`config.mk`:
```
export PLATFORM = sky130hd
export DESIGN_NAME = ppu_layer_mixer
export DESIGN_NICKNAME = d
export VERILOG_FILES = /design/src/rtl/ppu_mixer_pkg.sv /design/src/rtl/mixer_priority_enc.sv /design/src/rtl/ppu_layer_mixer.sv
export SDC_FILE = /design/constraint.sdc
export NUM_CORES = 1
export LEC_CHECK = 0
export BUFFER_PORTS_ARGS = -buffer_cell sky130_fd_sc_hd__buf_2
export CAP_MARGIN = 30
export CORE_MARGIN = 2
export CORE_UTILIZATION = 50
export DETAILED_ROUTE_END_ITERATION = 16
export GPL_ROUTABILITY_DRIVEN = 0
export GPL_TIMING_DRIVEN = 0
export HOLD_SLACK_MARGIN = 0.03
export PLACE_DENSITY_LB_ADDON = 0.05
export SLEW_MARGIN = 20
export SYNTH_ARGS = -nofsm -noshare
export SYNTH_HDL_FRONTEND = slang
export SYNTH_HIERARCHICAL = 1
export SYNTH_SLANG_ARGS = --single-unit
```
`constraint.sdc`:
```
create_clock -name clk -period 28.3 [get_ports clk]
set_clock_uncertainty 0.2 [all_clocks]
set_input_delay 5.66 -clock clk [delete_from_list [all_inputs] [get_ports clk]]
set_output_delay 5.66 -clock clk [all_outputs]
set_load 0.03 [all_outputs]
```
`src/rtl/ppu_mixer_pkg.sv`:
```
// Shared constants for the PPU layer mixer: register map, reset values, limits.
package ppu_mixer_pkg;

  localparam int unsigned MAX_LAYERS = 32;
  localparam int unsigned ADDR_W     = 3;
  localparam int unsigned REG_W      = 32;
  localparam int unsigned REF_W      = 5;
  localparam int unsigned POS_W      = 10;

  localparam logic [ADDR_W-1:0] ADDR_BG     = 3'd0;
  localparam logic [ADDR_W-1:0] ADDR_KEY    = 3'd1;
  localparam logic [ADDR_W-1:0] ADDR_EN     = 3'd2;
  localparam logic [ADDR_W-1:0] ADDR_REF    = 3'd3;
  localparam logic [ADDR_W-1:0] ADDR_STATUS = 3'd4;

  localparam logic [23:0]      BG_RST  = 24'h202020;
  localparam logic [23:0]      KEY_RST = 24'h202020;
  localparam logic [REF_W-1:0] REF_RST = 5'd3;

endpackage

```
`src/rtl/mixer_priority_enc.sv`:
```
// Lowest-set-bit priority encoder: index of the lowest set request plus an any-set flag.
module mixer_priority_enc #(
  parameter int unsigned N = 20,
  localparam int unsigned IDX_W = (N > 1) ? $clog2(N) : 1
) (
  input  logic [N-1:0]     req,
  output logic [IDX_W-1:0] idx_c,
  output logic             any_c
);

  // Scan from the top down so the lowest set index is the last one written
  always_comb begin
    idx_c = '0;
    any_c = |req;
    for (int i = int'(N) - 1; i >= 0; i--) begin
      if (req[i]) idx_c = IDX_W'(i);
    end
  end

endmodule

```
`src/rtl/ppu_layer_mixer.sv`:
```
// Two-stage layer compositor with enable mask, transparent key, background colour
// and per-frame collision flags against a reference layer.
module ppu_layer_mixer
  import ppu_mixer_pkg::*;
#(
  parameter int unsigned NUM_LAYERS = 20,
  parameter int unsigned COLOR_W    = 24,
  parameter int unsigned H_ACTIVE   = 640,
  parameter int unsigned V_ACTIVE   = 480
) (
  input  logic                          clk,
  input  logic                          reset,
  input  logic                          write,
  input  logic                          read,
  input  logic [ADDR_W-1:0]             address,
  input  logic [REG_W-1:0]              writedata,
  output logic [REG_W-1:0]              readdata,
  input  logic [POS_W-1:0]              hcount,
  input  logic [POS_W-1:0]              vcount,
  input  logic [NUM_LAYERS*COLOR_W-1:0] layer_rgb,
  output logic [COLOR_W-1:0]            RGB_output,
  output logic [POS_W-1:0]              hcount_out,
  output logic [POS_W-1:0]              vcount_out
);

  localparam int unsigned IDX_W = (NUM_LAYERS > 1) ? $clog2(NUM_LAYERS) : 1;

  // Software-visible registers
  logic [COLOR_W-1:0]    bg_color;
  logic [COLOR_W-1:0]    key_color;
  logic [NUM_LAYERS-1:0] layer_en;
  logic [REF_W-1:0]      ref_layer;
  logic [NUM_LAYERS-1:0] collision_acc;
  logic [NUM_LAYERS-1:0] collision_status;

  // Stage 1 pipeline registers
  logic [NUM_LAYERS-1:0] s1_opaque;
  logic [COLOR_W-1:0]    s1_rgb [NUM_LAYERS];
  logic [COLOR_W-1:0]    s1_bg;
  logic [POS_W-1:0]      s1_h;
  logic [POS_W-1:0]      s1_v;
  logic                  s1_frame;
  logic                  s1_visible;

  logic [COLOR_W-1:0]    layer_c [NUM_LAYERS];
  logic [NUM_LAYERS-1:0] opaque_c;
  logic                  ref_opaque_c;
  logic [NUM_LAYERS-1:0] hits_c;
  logic [REG_W-1:0]      rd_c;
  logic [IDX_W-1:0]      sel_idx_c;
  logic                  sel_any_c;
  logic                  wr_unused_c;

  // Upper writedata bits beyond each field are deliberately dropped
  assign wr_unused_c = ^writedata;

  // Split the layer bus and classify each layer as opaque or transparent
  always_comb begin
    for (int i = 0; i < int'(NUM_LAYERS); i++) begin
      layer_c[i]  = layer_rgb[i*COLOR_W +: COLOR_W];
      opaque_c[i] = layer_en[i] && (layer_c[i] != key_color);
    end
  end

  // Register file writes; status is read-only
  always_ff @(posedge clk or posedge reset) begin
    if (reset) begin
      bg_color  <= COLOR_W'(BG_RST);
      key_color <= COLOR_W'(KEY_RST);
      layer_en  <= '1;
      ref_layer <= REF_RST;
    end else if (write) begin
      case (address)
        ADDR_BG:  bg_color  <= writedata[COLOR_W-1:0];
        ADDR_KEY: key_color <= writedata[COLOR_W-1:0];
        ADDR_EN:  layer_en  <= writedata[NUM_LAYERS-1:0];
        ADDR_REF: ref_layer <= writedata[REF_W-1:0];
        default:  ;
      endcase
    end
  end

  // Read mux over pre-edge register values
  always_comb begin
    rd_c = '0;
    case (address)
      ADDR_BG:     rd_c = REG_W'(bg_color);
      ADDR_KEY:    rd_c = REG_W'(key_color);
      ADDR_EN:     rd_c = REG_W'(layer_en);
      ADDR_REF:    rd_c = REG_W'(ref_layer);
      ADDR_STATUS: rd_c = REG_W'(collision_status);
      default:     rd_c = '0;
    endcase
  end

  // Registered read data, held until the next read
  always_ff @(posedge clk or posedge reset) begin
    if (reset) readdata <= '0;
    else if (read) readdata <= rd_c;
  end

  // Stage 1: capture opaque mask, colours, position and frame-start marker
  always_ff @(posedge clk or posedge reset) begin
    if (reset) begin
      s1_opaque  <= '0;
      for (int i = 0; i < int'(NUM_LAYERS); i++) s1_rgb[i] <= '0;
      s1_bg      <= COLOR_W'(BG_RST);
      s1_h       <= '0;
      s1_v       <= '0;
      s1_frame   <= 1'b0;
      s1_visible <= 1'b0;
    end else begin
      s1_opaque  <= opaque_c;
      s1_rgb     <= layer_c;
      s1_bg      <= bg_color;
      s1_h       <= hcount;
      s1_v       <= vcount;
      s1_frame   <= (hcount == '0) && (vcount == '0);
      s1_visible <= (32'(hcount) < H_ACTIVE) && (32'(vcount) < V_ACTIVE);
    end
  end

  // Collision hits for the stage-1 pixel; an out-of-range reference never matches
  always_comb begin
    ref_opaque_c = 1'b0;
    for (int j = 0; j < int'(NUM_LAYERS); j++) begin
      if (REF_W'(j) == ref_layer) ref_opaque_c = s1_opaque[j];
    end
    for (int j = 0; j < int'(NUM_LAYERS); j++) begin
      hits_c[j] = s1_opaque[j] && ref_opaque_c && s1_visible && (REF_W'(j) != ref_layer);
    end
  end

  // Per-frame collision accumulation and status snapshot at frame start
  always_ff @(posedge clk or posedge reset) begin
    if (reset) begin
      collision_acc    <= '0;
      collision_status <= '0;
    end else if (s1_frame) begin
      collision_status <= collision_acc;
      collision_acc    <= hits_c;
    end else begin
      collision_acc    <= collision_acc | hits_c;
    end
  end

  mixer_priority_enc #(
    .N (NUM_LAYERS)
  ) u_prio (
    .req   (s1_opaque),
    .idx_c (sel_idx_c),
    .any_c (sel_any_c)
  );

  // Stage 2: select the winning layer or the background
  always_ff @(posedge clk or posedge reset) begin
    if (reset) begin
      RGB_output <= COLOR_W'(BG_RST);
      hcount_out <= '0;
      vcount_out <= '0;
    end else begin
      RGB_output <= sel_any_c ? s1_rgb[sel_idx_c] : s1_bg;
      hcount_out <= s1_h;
      vcount_out <= s1_v;
    end
  end

endmodule

```
==> impl_results.md <==
* Reg-to-reg startpoint: s1_opaque[18]$_DFF_PP0_
* Post-CTS setup buffers at 0
* Top-area cell type share of the netlist area at 56.3%
* Routed wire per std cell at around 36 µm
* Clk buf depth at 3
* P_int at 2.14 mW
* FF+latch area at 18200 µm²
* Synth top area cells: dfrtp_1 56%, mux4_2 11%, xor2_1 9.1%, xnor2_1 4.5%, dfstp_2 2.9%
* FP Rows at 91
* Post-synth top cells: 693 x dfrtp_1, 320 x xor2_1, 160 x xnor2_1
* Outcome: completed
* Most common cell in the netlist: dfrtp_1
* Remaining global-route overflow at 0
* Total number of vias at 23441
* Initial antenna violation count at 18
* Flop pwr share at 37.3%
* FMAX at between 0.1 and 0.15 GHz
* First-pass GRT wire length at 183 mm
* Slack of the critical path at 20.78 ns
* Syn Std Cell Area at 30800 µm²
* CTS Hold Bufs at 0
* Core area at 61400 µm²
* Unrepaired setup endpoints after global routing: false
* DR iter-0 viols at between 3000 and 4000
* Leakage at between 15 and 20 nW
* Pre-CTS setup slack at about 20 ns
* Placed cell areas at 35300 µm²
* Final min period at 7.52 ns
* Die area at 63700 µm²
* Slew Viols, Final at 0
* Total GRT Usage at 42.9%
* Period utilisation layout at between 20% and 30%
* Ys async rst share at 100%
* Port Buffer Count at 597
* WP buf/inv at 1
* CP max stage cell: nor4_1
* CTS tree: built
* Startpoint types: primary input
* Worst setup endpoint: s1_opaque[7]$_DFF_PP0_
* CP Class: in2reg
* Hold Path Class: reg2reg
* Sequential area share after synthesis at 59.2%
* Critical Path Fanout Max at 2
* Post-CTS Resized at 0
* Largest net degree at the start of global routing at 110
* Clock power frac at a little under a third
* Psw at 1.17 mW
* Post-layout instance area at 37900 µm²
* Initial Utilization at 50.2%
* Multi-input gate area at 11600 µm²
* Worst VDD drop at roughly 0.047 mV
* Worst path depth at 5
* Clk sink count at 727
* Ys flop type: dfrtp_1
* Measured slew at the worst slew-check pin at 1.10 ns
* Number of nets with antenna violations after routing at 0
* # IOs at 615
* Syn_area_per_cell at approximately 14 µm²
* Synth cell types at between 50 and 60
* Setup violators final at 0
* Critical Path Source: layer_rgb[177]
* Fraction of layout cells with a size suffix above 1 at 34.8%
* Detailed Place HPWL at 109 mm
* Final wirelength at 136 mm
* Worst R2R Setup Slack at 23.42 ns
* Worst Hold Path Cells at 0
* CP required at 28.62 ns
* Slew Limit Headroom at a little over a quarter
* Critical Path AT at 7.84 ns
* Clk slew on worst S/H paths at approximately 0.07 ns
* Yosys warnings at 6
* DRC at 0
* Combinational share of power at between 30% and 40%
* FF+latch count, synth at 727
* R2R Path End: RGB_output[9]$_DFF_PP0_
* CTS Buf Count at 76
* Vias in the first global route at 23805
* CP cell instances: buf_2 > xor2_1 > nor4_1 > nand4_1 > o31a_1
* Die X at 252 µm
* Via-to-Cell Ratio at 6.26
* Cell Pwr Density at 87.2 nW/µm²
* CTS root buf: clkbuf_16
* Nets@finish at 3424
* Die extent in y at 252 µm
* Fill cell count at approximately 4900
* Hold WS at between 0.1 and 0.15 ns
* Cell taking the most area after synthesis: dfrtp_1
* EDFF count, synth at 0
* R2r worst-path depth at 12
* Syn Inst Count at 2174
* Final Hold Violating Endpoints at 0
* Crit path largest cell delay at between 0.9 and 1 ns
* Crit-path leading delay family: simple AND/OR/NAND/NOR gates
* Worst-Skew Late Latency at 0.64 ns
* DR pass1 iterations at 8
* Max H-tree Level at 3
* Sw frac at a little over a third
* Max cap viols at 0
* Element type at the critical path end: flip-flop
* Area Growth Syn to Fin at 23.0%
[cell usage in the layout, fill, tap and decap left out, types with 21 or more instances in the layout]
cell / n
nand2_1: 71
dfstp_2: 34
o21ai_1: 54
o22ai_1: 25
buf_2: 643
buf_1: 39
a221oi_1: 21
mux4_2: 144
mux2_1: 73
nor4_1: 91
nand4_1: 63
dfrtp_1: 693
clkbuf_1: 66
xnor2_1: 160
xor2_1: 320
inv_1: 74
clkbuf_16: 77
[logic make-up after synthesis]
group                     Yosys count  synth area share [%]
buffers and inverters             234                  3.28
muxes                             247                  14.2
other                               1                0.0122
DFF                               727                  59.2
xor gates and xnor gates          480                  13.6
and+or+nand+nor                   281                  5.04
AOI/OAI and AO/OA                 204                  4.63
[flip-flops by register name, indices dropped and copies added (netlist names), 10 cells and up]
signal            flops
hcount_out           10
s1_bg                24
collision_acc        20
vcount_out           10
layer_en             20
RGB_output           24
key_color            24
s1_v                 10
bg_color             24
s1_opaque            20
s1_rgb              480
collision_status     20
s1_h                 10
readdata             24
[how the worst min path moves through the flow]
stage	from	to
after floorplan	s1_h[0]$_DFF_PP0_	hcount_out[0]$_DFF_PP0_
after global placement	s1_v[8]$_DFF_PP0_	vcount_out[8]$_DFF_PP0_
final	s1_v[8]$_DFF_PP0_	vcount_out[8]$_DFF_PP0_
after CTS	s1_v[8]$_DFF_PP0_	vcount_out[8]$_DFF_PP0_
after global routing	s1_v[8]$_DFF_PP0_	vcount_out[8]$_DFF_PP0_
after detailed placement	s1_h[3]$_DFF_PP0_	hcount_out[3]$_DFF_PP0_
[through the flow]
step | setup TNS, ns | power [mW] | util, % | cells
2_1_floorplan | 0 | 1.79 | - | 2181
3_3_place_gp | -2919.16 | 2.21 | 56.7 | 3568
3_5_place_dp | 0 | 2.24 | 57.5 | 3594
4_1_cts | 0 | 3.27 | 61.7 | 3734
5_1_grt | 0 | 3.38 | 61.8 | 3742
6_report | 0 | 3.30 | 61.8 | 3745
[power by group through the flow]
stage / sequential, mW / clock (mW) / combinational, mW
3_3_place_gp: 1.25 / 0 / 0.969
5_1_grt: 1.24 / 1.09 / 1.05
4_1_cts: 1.23 / 1.04 / 0.999
6_report: 1.23 / 1.04 / 1.03
2_1_floorplan: 1.26 / 0 / 0.537
3_5_place_dp: 1.24 / 0 / 0.992
[layout make-up]
class | count | share of cell area, %
sequential | 727 | 48.1
timing repair buffer | 626 | 9.06
inverter | 75 | 0.762
multi-input combinational | 1220 | 30.6
clock buffer | 107 | 5.88
antenna | 8 | 0.0528
tap | 790 | 2.61
buffer | 159 | 2.00
clock inverter | 33 | 0.911
[worst reg2reg max path, delay by kind of cell, from the launching register on]
| family | cells | cell delay [ns] |
|---|---|---|
| buffers and inverters | 3 | 1.30 |
| flip-flops | 1 | 0.60 |
| multiplexers | 2 | 1.07 |
| AO/OA/AOI/OAI | 5 | 1.31 |
| AND/OR/NAND/NOR | 2 | 0.24 |
[routing by layer]
| metal | wire [µm] | track usage [%] |
|---|---|---|
| met1 | 49400 | 55.0 |
| met2 | 60600 | 64.4 |
| met3 | 17400 | 15.4 |
| met4 | 8420 | 22.7 |
| met5 | 138 | 0 |
No activity file was read; power rests on OpenSTA's default activity.
